==> src/rtl/one_wire_master.sv <==
// Parametrised 1-Wire bus master: reset/presence, bit-slot read/write, bus-short
// detection, strong-pullup request after writes and Dallas CRC-8 on read data.
module one_wire_master #(
    parameter int CLK_MHZ   = 25,
    parameter int MAX_BITS  = 64,
    parameter int T_RSTL_US = 480,
    parameter int T_RSTH_US = 480,
    parameter int T_MSP_US  = 70,
    parameter int T_SLOT_US = 70,
    parameter int T_LOW0_US = 60,
    parameter int T_LOW1_US = 6,
    parameter int T_LOWR_US = 2,
    parameter int T_MSR_US  = 12,
    parameter int T_REC_US  = 2
) (
    input  logic                          clk,
    input  logic                          reset,
    input  logic                          cmd_bus_reset,
    input  logic                          cmd_write,
    input  logic                          cmd_read,
    input  logic [$clog2(MAX_BITS+1)-1:0] nbits,
    input  logic [MAX_BITS-1:0]           tx_data,
    input  logic                          spu_req,
    output logic [MAX_BITS-1:0]           rx_data,
    output logic                          wire_oe,
    input  logic                          wire_in,
    output logic                          spu,
    output logic                          busy,
    output logic                          done,
    output logic                          presence,
    output logic                          short_det,
    output logic [7:0]                    crc8,
    output logic                          crc_ok
);
    function automatic int max2(input int a, input int b);
        return (a > b) ? a : b;
    endfunction

    localparam int NBW    = $clog2(MAX_BITS + 1);
    localparam int BW     = (MAX_BITS > 1) ? $clog2(MAX_BITS) : 1;
    localparam int C_RSTL = T_RSTL_US * CLK_MHZ;
    localparam int C_RSTH = T_RSTH_US * CLK_MHZ;
    localparam int C_MSP  = T_MSP_US * CLK_MHZ;
    localparam int C_SLOT = T_SLOT_US * CLK_MHZ;
    localparam int C_LOW0 = T_LOW0_US * CLK_MHZ;
    localparam int C_LOW1 = T_LOW1_US * CLK_MHZ;
    localparam int C_LOWR = T_LOWR_US * CLK_MHZ;
    localparam int C_MSR  = T_MSR_US * CLK_MHZ;
    localparam int C_REC  = T_REC_US * CLK_MHZ;
    localparam int C_MAX  = max2(max2(C_RSTL, C_RSTH), max2(C_SLOT, C_REC));
    localparam int CW     = $clog2(C_MAX + 1);

    typedef enum logic [2:0] {
        IDLE, RST_LOW, RST_WAIT, SLOT_LOW, SLOT_HIGH, SLOT_REC, FINISH
    } state_t;

    state_t              state_q, state_d;
    logic [CW-1:0]       cnt_q, cnt_d;
    logic [BW-1:0]       bit_q, bit_d;
    logic [NBW-1:0]      nbits_q, nbits_d;
    logic [MAX_BITS-1:0] tx_q, tx_d;
    logic [MAX_BITS-1:0] rx_q, rx_d;
    logic                rd_q, rd_d;
    logic                spu_req_q, spu_req_d;
    logic [1:0]          sync_q;
    logic                oe_q, oe_d;
    logic                spu_q, spu_d;
    logic                presence_q, presence_d;
    logic                short_q, short_d;
    logic [7:0]          crc_q, crc_d;
    logic                crc_ok_q, crc_ok_d;
    logic                accept;
    logic                line;
    logic [CW-1:0]       low_n, high_n;
    logic [7:0]          crc_next;

    assign line = sync_q[1];

    always_comb begin
        state_d    = state_q;
        bit_d      = bit_q;
        nbits_d    = nbits_q;
        tx_d       = tx_q;
        rx_d       = rx_q;
        rd_d       = rd_q;
        spu_req_d  = spu_req_q;
        spu_d      = spu_q;
        presence_d = presence_q;
        short_d    = short_q;
        crc_d      = crc_q;
        crc_ok_d   = crc_ok_q;
        accept     = 1'b0;
        low_n      = rd_q ? CW'(C_LOWR) : (tx_q[bit_q] ? CW'(C_LOW1) : CW'(C_LOW0));
        high_n     = CW'(C_SLOT) - low_n;
        crc_next   = {1'b0, crc_q[7:1]} ^ ((crc_q[0] ^ line) ? 8'h8C : 8'h00);

        case (state_q)
            IDLE: begin
                if (cmd_bus_reset || cmd_write || cmd_read) begin
                    accept    = 1'b1;
                    spu_d     = 1'b0;
                    bit_d     = '0;
                    nbits_d   = (nbits > NBW'(MAX_BITS)) ? NBW'(MAX_BITS) : nbits;
                    rd_d      = !cmd_bus_reset && !cmd_write;
                    spu_req_d = !cmd_bus_reset && cmd_write && spu_req;
                    tx_d      = tx_data;
                    if (cmd_bus_reset) begin
                        presence_d = 1'b0;
                        short_d    = !line;
                        state_d    = line ? RST_LOW : FINISH;
                    end else begin
                        if (!cmd_write) begin
                            rx_d     = '0;
                            crc_d    = '0;
                            crc_ok_d = 1'b0;
                        end
                        state_d = (nbits_d == '0) ? FINISH : SLOT_LOW;
                    end
                end
            end
            RST_LOW: if (cnt_q == CW'(C_RSTL - 1)) state_d = RST_WAIT;
            RST_WAIT: begin
                if (cnt_q == CW'(C_MSP)) presence_d = !line;
                if (cnt_q == CW'(C_RSTH - 1)) state_d = FINISH;
            end
            SLOT_LOW: if (cnt_q == low_n - CW'(1)) state_d = SLOT_HIGH;
            SLOT_HIGH: begin
                // Sample point is counted from the falling edge, so subtract the read low time.
                if (rd_q && cnt_q == CW'(C_MSR - C_LOWR)) begin
                    rx_d[bit_q] = line;
                    crc_d       = crc_next;
                end
                if (cnt_q == high_n - CW'(1)) state_d = SLOT_REC;
            end
            SLOT_REC: begin
                if (cnt_q == CW'(C_REC - 1)) begin
                    if (NBW'(bit_q) == nbits_q - NBW'(1)) begin
                        state_d = FINISH;
                    end else begin
                        bit_d   = bit_q + BW'(1);
                        state_d = SLOT_LOW;
                    end
                end
            end
            FINISH: begin
                state_d = IDLE;
                if (rd_q && nbits_q != '0) crc_ok_d = (crc_q == 8'h00);
                if (spu_req_q) spu_d = 1'b1;
            end
            default: state_d = IDLE;
        endcase

        cnt_d = (state_d != state_q || state_q == IDLE) ? '0 : cnt_q + CW'(1);
        oe_d  = (state_d == RST_LOW) || (state_d == SLOT_LOW);
    end

    always_ff @(posedge clk or posedge reset) begin
        if (reset) begin
            state_q    <= IDLE;
            cnt_q      <= '0;
            bit_q      <= '0;
            nbits_q    <= '0;
            tx_q       <= '0;
            rx_q       <= '0;
            rd_q       <= 1'b0;
            spu_req_q  <= 1'b0;
            sync_q     <= 2'b11;
            oe_q       <= 1'b0;
            spu_q      <= 1'b0;
            presence_q <= 1'b0;
            short_q    <= 1'b0;
            crc_q      <= '0;
            crc_ok_q   <= 1'b0;
        end else begin
            state_q    <= state_d;
            cnt_q      <= cnt_d;
            bit_q      <= bit_d;
            nbits_q    <= nbits_d;
            tx_q       <= tx_d;
            rx_q       <= rx_d;
            rd_q       <= rd_d;
            spu_req_q  <= spu_req_d;
            sync_q     <= {sync_q[0], wire_in};
            oe_q       <= oe_d;
            spu_q      <= spu_d;
            presence_q <= presence_d;
            short_q    <= short_d;
            crc_q      <= crc_d;
            crc_ok_q   <= crc_ok_d;
        end
    end

    assign wire_oe   = oe_q;
    assign spu       = spu_q;
    assign busy      = (state_q != IDLE) || accept;
    assign done      = (state_q == FINISH);
    assign presence  = presence_q;
    assign short_det = short_q;
    assign rx_data   = rx_q;
    assign crc8      = crc_q;
    assign crc_ok    = crc_ok_q;
endmodule

==> config.mk <==
export PLATFORM = sky130hd
export DESIGN_NAME = one_wire_master
export DESIGN_NICKNAME = d
export VERILOG_FILES = /design/src/rtl/one_wire_master.sv
export SDC_FILE = /design/constraint.sdc
export NUM_CORES = 1
export LEC_CHECK = 0
export BUFFER_PORTS_ARGS = -buffer_cell sky130_fd_sc_hd__buf_2
export CAP_MARGIN = 10
export CORE_MARGIN = 1
export CORE_UTILIZATION = 50
export CTS_BUF_LIST = sky130_fd_sc_hd__clkbuf_16
export DETAILED_ROUTE_END_ITERATION = 7
export PLACE_DENSITY = 0.76
export SETUP_SLACK_MARGIN = 0.05
export SLEW_MARGIN = 20
export SYNTH_ARGS = -nofsm -noshare
export SYNTH_HDL_FRONTEND = slang
export SYNTH_SLANG_ARGS = --single-unit
==> constraint.sdc <==
create_clock -name clk -period 4.8 [get_ports clk]
set_input_delay 0 -clock clk [delete_from_list [all_inputs] [get_ports clk]]
set_output_delay 0 -clock clk [all_outputs]
set_load 0.1 [all_outputs]
==> impl_metrics.yaml <==
clock_tree:
  cts.clk_slew.worst_paths_ns: 0.07
  cts_sinks: 175
  cts_root_buf: "clkbuf_16"
  cts_max_level: 4
  cts_tree: "yes"
  cts_setup_buffers: 0
  numCtsBuffers: 17
  insertion_delay_ns: 0.43
  clk_path_buf_depth: 2
power_and_ir_drop:
  p_leak_nw: 5.31
  p_per_area_nw_per_um2: 487
  vdd_drop_max_mv: 0.580
floorplanning:
  floorplan.initialDensity_pct: 52.0
  die_h_um: 134
  ios: 157
  die_width_um: 134
  die_area_um2: 18000
  num_rows: 47
  core_area_um2: 16800
grt:
  grt_start_max_net_pins: 98
  antenna_found_initial: 0
  grt_util_met3_pct: 5.33
  grt-busiest-layer: "met2"
  grt_pass1_wl_um: 41100
  grtUsageMet1_pct: 40.4
  grt-ovfl-total: 0
  grt_pass1_vias: 7967
  use_met2_pct: 46.5
  grt_util_all_layers_pct: 29.3
outcome:
  run_status: "finished clean"
hold_path:
  min_from: "wire_in"
  hold_end: "sync_q[0]$_DFF_PP1_"
  hold_depth: 2
  min_path_type: "input port to register"
yosys:
  netlist_top_cells_count: "nand2_1 (262), dfrtp_1 (173), o21ai_0 (137), a21oi_1 (70), clkbuf_1 (48)"
  ys_seq_area_share_pct: 50.1
  synth_warnings: 0
  synth.most_common_cell: "nand2_1"
  synth.distinct_cells: 59
  syn-num-nets: 1084
  synth.avg_cell_area_um2: 8.73
  netlist.area_leader.share_pct: 49.5
  synthArstFlopShare_pct: 100
  synthFlopType: "dfrtp_1"
  synth_edf_count: 0
  synth.area.top_cells: "dfrtp_1 (50%), nand2_1 (11%), o21ai_0 (7.8%)"
  synth_top_cell_by_area: "dfrtp_1"
  synth_seq_cells: 175
  synthCells: 1001
  synth_area_um2: 8740
sta:
  max_freq_mhz: 286
  fin_skew_ns: 0.00694
  tns_ns: 0
  slew_headroom_pct: 32.1
  setup_slack_ns: 1.30
  drv_slew: 0
  fin_crit_ns: 3.50
  rsz0062_at_grt: "false"
  worst_pin_slew_ns: 1.02
  hold_viol: 0
  period_share_pct: 72.9
  setup_viol: 0
critical_path:
  cp-start-kind: "register"
  r2r_end: "wire_oe$_DFF_PP0_"
  ff2ff_setup_slack_ns: 1.30
  rr_startpoint: "bit_q[0]$_DFFE_PP0P_"
  criticalPathCategory: "register to register"
  reg2reg_depth: 8
  critPathMaxFanout: 42
  required_ns: 5.17
  crit_arrival_ns: 3.87
  critPathCaptureType: "register"
final_layout:
  fin_util_pct: 65.3
  multiInputGateArea_um2: 4040
  drive_gt1_share_pct: 18.4
  nFillCells: 1389
  antenna_cells: 0
  syn2layout_area_growth_pct: 25.7
  fin_nets: 1281
  regArea_um2: 4380
run:
  maxCapViolations: 0
drt:
  viasPerCell: 5.77
  drt_wl_total_um: 25700
  avgRoutedWirePerCell_um: 18.0
  drt_iter0_drc: 718
  vias: 8256
  drc: 0
  drt_first_pass_iters: 7
  ant_nets: 0
place:
  numPortBuffers: 156
  dp_slack_ns: 1.37
  hpwl_um: 16200
  gp_congestion: 0.871
[how the worst max path moves through the flow]
stage                         startpoint  slack [ns]  depth (start not counted)                    to
global route        bit_q[0]$_DFFE_PP0P_        1.08                          8  state_q[0]$_DFF_PP0_
global placement    bit_q[0]$_DFFE_PP0P_        1.50                          8     wire_oe$_DFF_PP0_
detailed placement  bit_q[0]$_DFFE_PP0P_        1.37                          8    cnt_q[6]$_DFF_PP0_
floorplan                          reset        0.06                          1  bit_q[0]$_DFFE_PP0P_
CTS                 bit_q[0]$_DFFE_PP0P_        1.33                          8   cnt_q[10]$_DFF_PP0_
finish              bit_q[0]$_DFFE_PP0P_        1.30                          8     wire_oe$_DFF_PP0_
[cells by family after synthesis]
kind of cell / synth area share (%)
AO/OA/AOI/OAI: 16.0
XOR/XNOR: 2.71
adder cells (fa/ha/maj): 0.716
buffers and inverters: 3.65
flip-flops: 50.1
multiplexers: 4.34
AND/OR/NAND/NOR: 22.4
[per-stage QoR]
step / area, µm² / cells / power (W) / hold WS, ns
CTS: 11000 / 1431 / 0.00532 / 0.211
global route: 11000 / 1431 / 0.00565 / 0.226
detailed placement: 9600 / 1318 / 0.00391 / 0.115
floorplan: 8740 / 1001 / 0.00349 / 0.00448
global placement: 9600 / 1318 / 0.00387 / 0.116
finish: 11000 / 1431 / 0.00535 / 0.241
[flip-flops by register name, indices dropped and copies added, names as in the netlist, 2 cells and up]
signal and flops:
rx_data 64, tx_q 64, cnt_q 14, crc8 8, nbits_q 7, bit_q 6, state_q 3, sync_q 2
[layout by cell type, fill, tap and decap left out, types with 4 or more instances in the layout]
master         instances
a21oi_1               70
inv_1                 13
nor3b_1                4
xnor2_1               16
or3_1                  4
or4_1                  5
nor2_1                35
or2_2                  4
nor4_1                15
nand4_1                9
xor2_1                11
nand2_1              261
clkinv_2               4
and2_1                14
dfrtp_1              172
ha_1                   5
mux2i_1               30
and3_1                 6
a22oi_1                9
buf_2                156
o21ai_1                7
dlygate4sd3_1         81
nand3_1               22
o22ai_1                7
clkbuf_16             17
buf_4                  8
nand3b_1              14
nor3_1                10
o21ai_0              137
[critical path, cell delays in order, from the launching register on]
cell	delay, ns
dfrtp_2	1.04
mux4_2	0.61
mux2_2	0.27
nand2_1	0.10
nand4_2	0.20
nor3_2	0.31
nor3_1	0.15
o41ai_1	0.58
o21ba_1	0.17
[timing repair]
action | CTS | global route
hold buffers | 81 | 0
endpoints found under the hold margin | 168 | 0
gates resized for setup | 0 | 0
[layout make-up]
type / count / area share, %
Sequential cell: 175 / 39.9
Clock inverter: 15 / 1.32
Multi-Input combinational cell: 745 / 36.8
Clock buffer: 17 / 3.87
Inverter: 14 / 0.524
Timing Repair Buffer: 245 / 15.0
Tap cell: 220 / 2.51
[report_power, final]
part           switching, W  leakage (nW)  internal, W  total, W
logic               0.00123          2.73     0.000593   0.00182
registers          0.000325          2.31      0.00184   0.00217
clock network      0.000599         0.274     0.000763   0.00136
[layer usage]
metal | share of wire [%] | up-vias
met1 | 43 | 4003
li1 | - | 3831
met3 | 6.8 | 46
met5 | 0 | -
met4 | 2.4 | 0
met2 | 48 | 376
No activity file was read; power rests on OpenSTA's default activity.
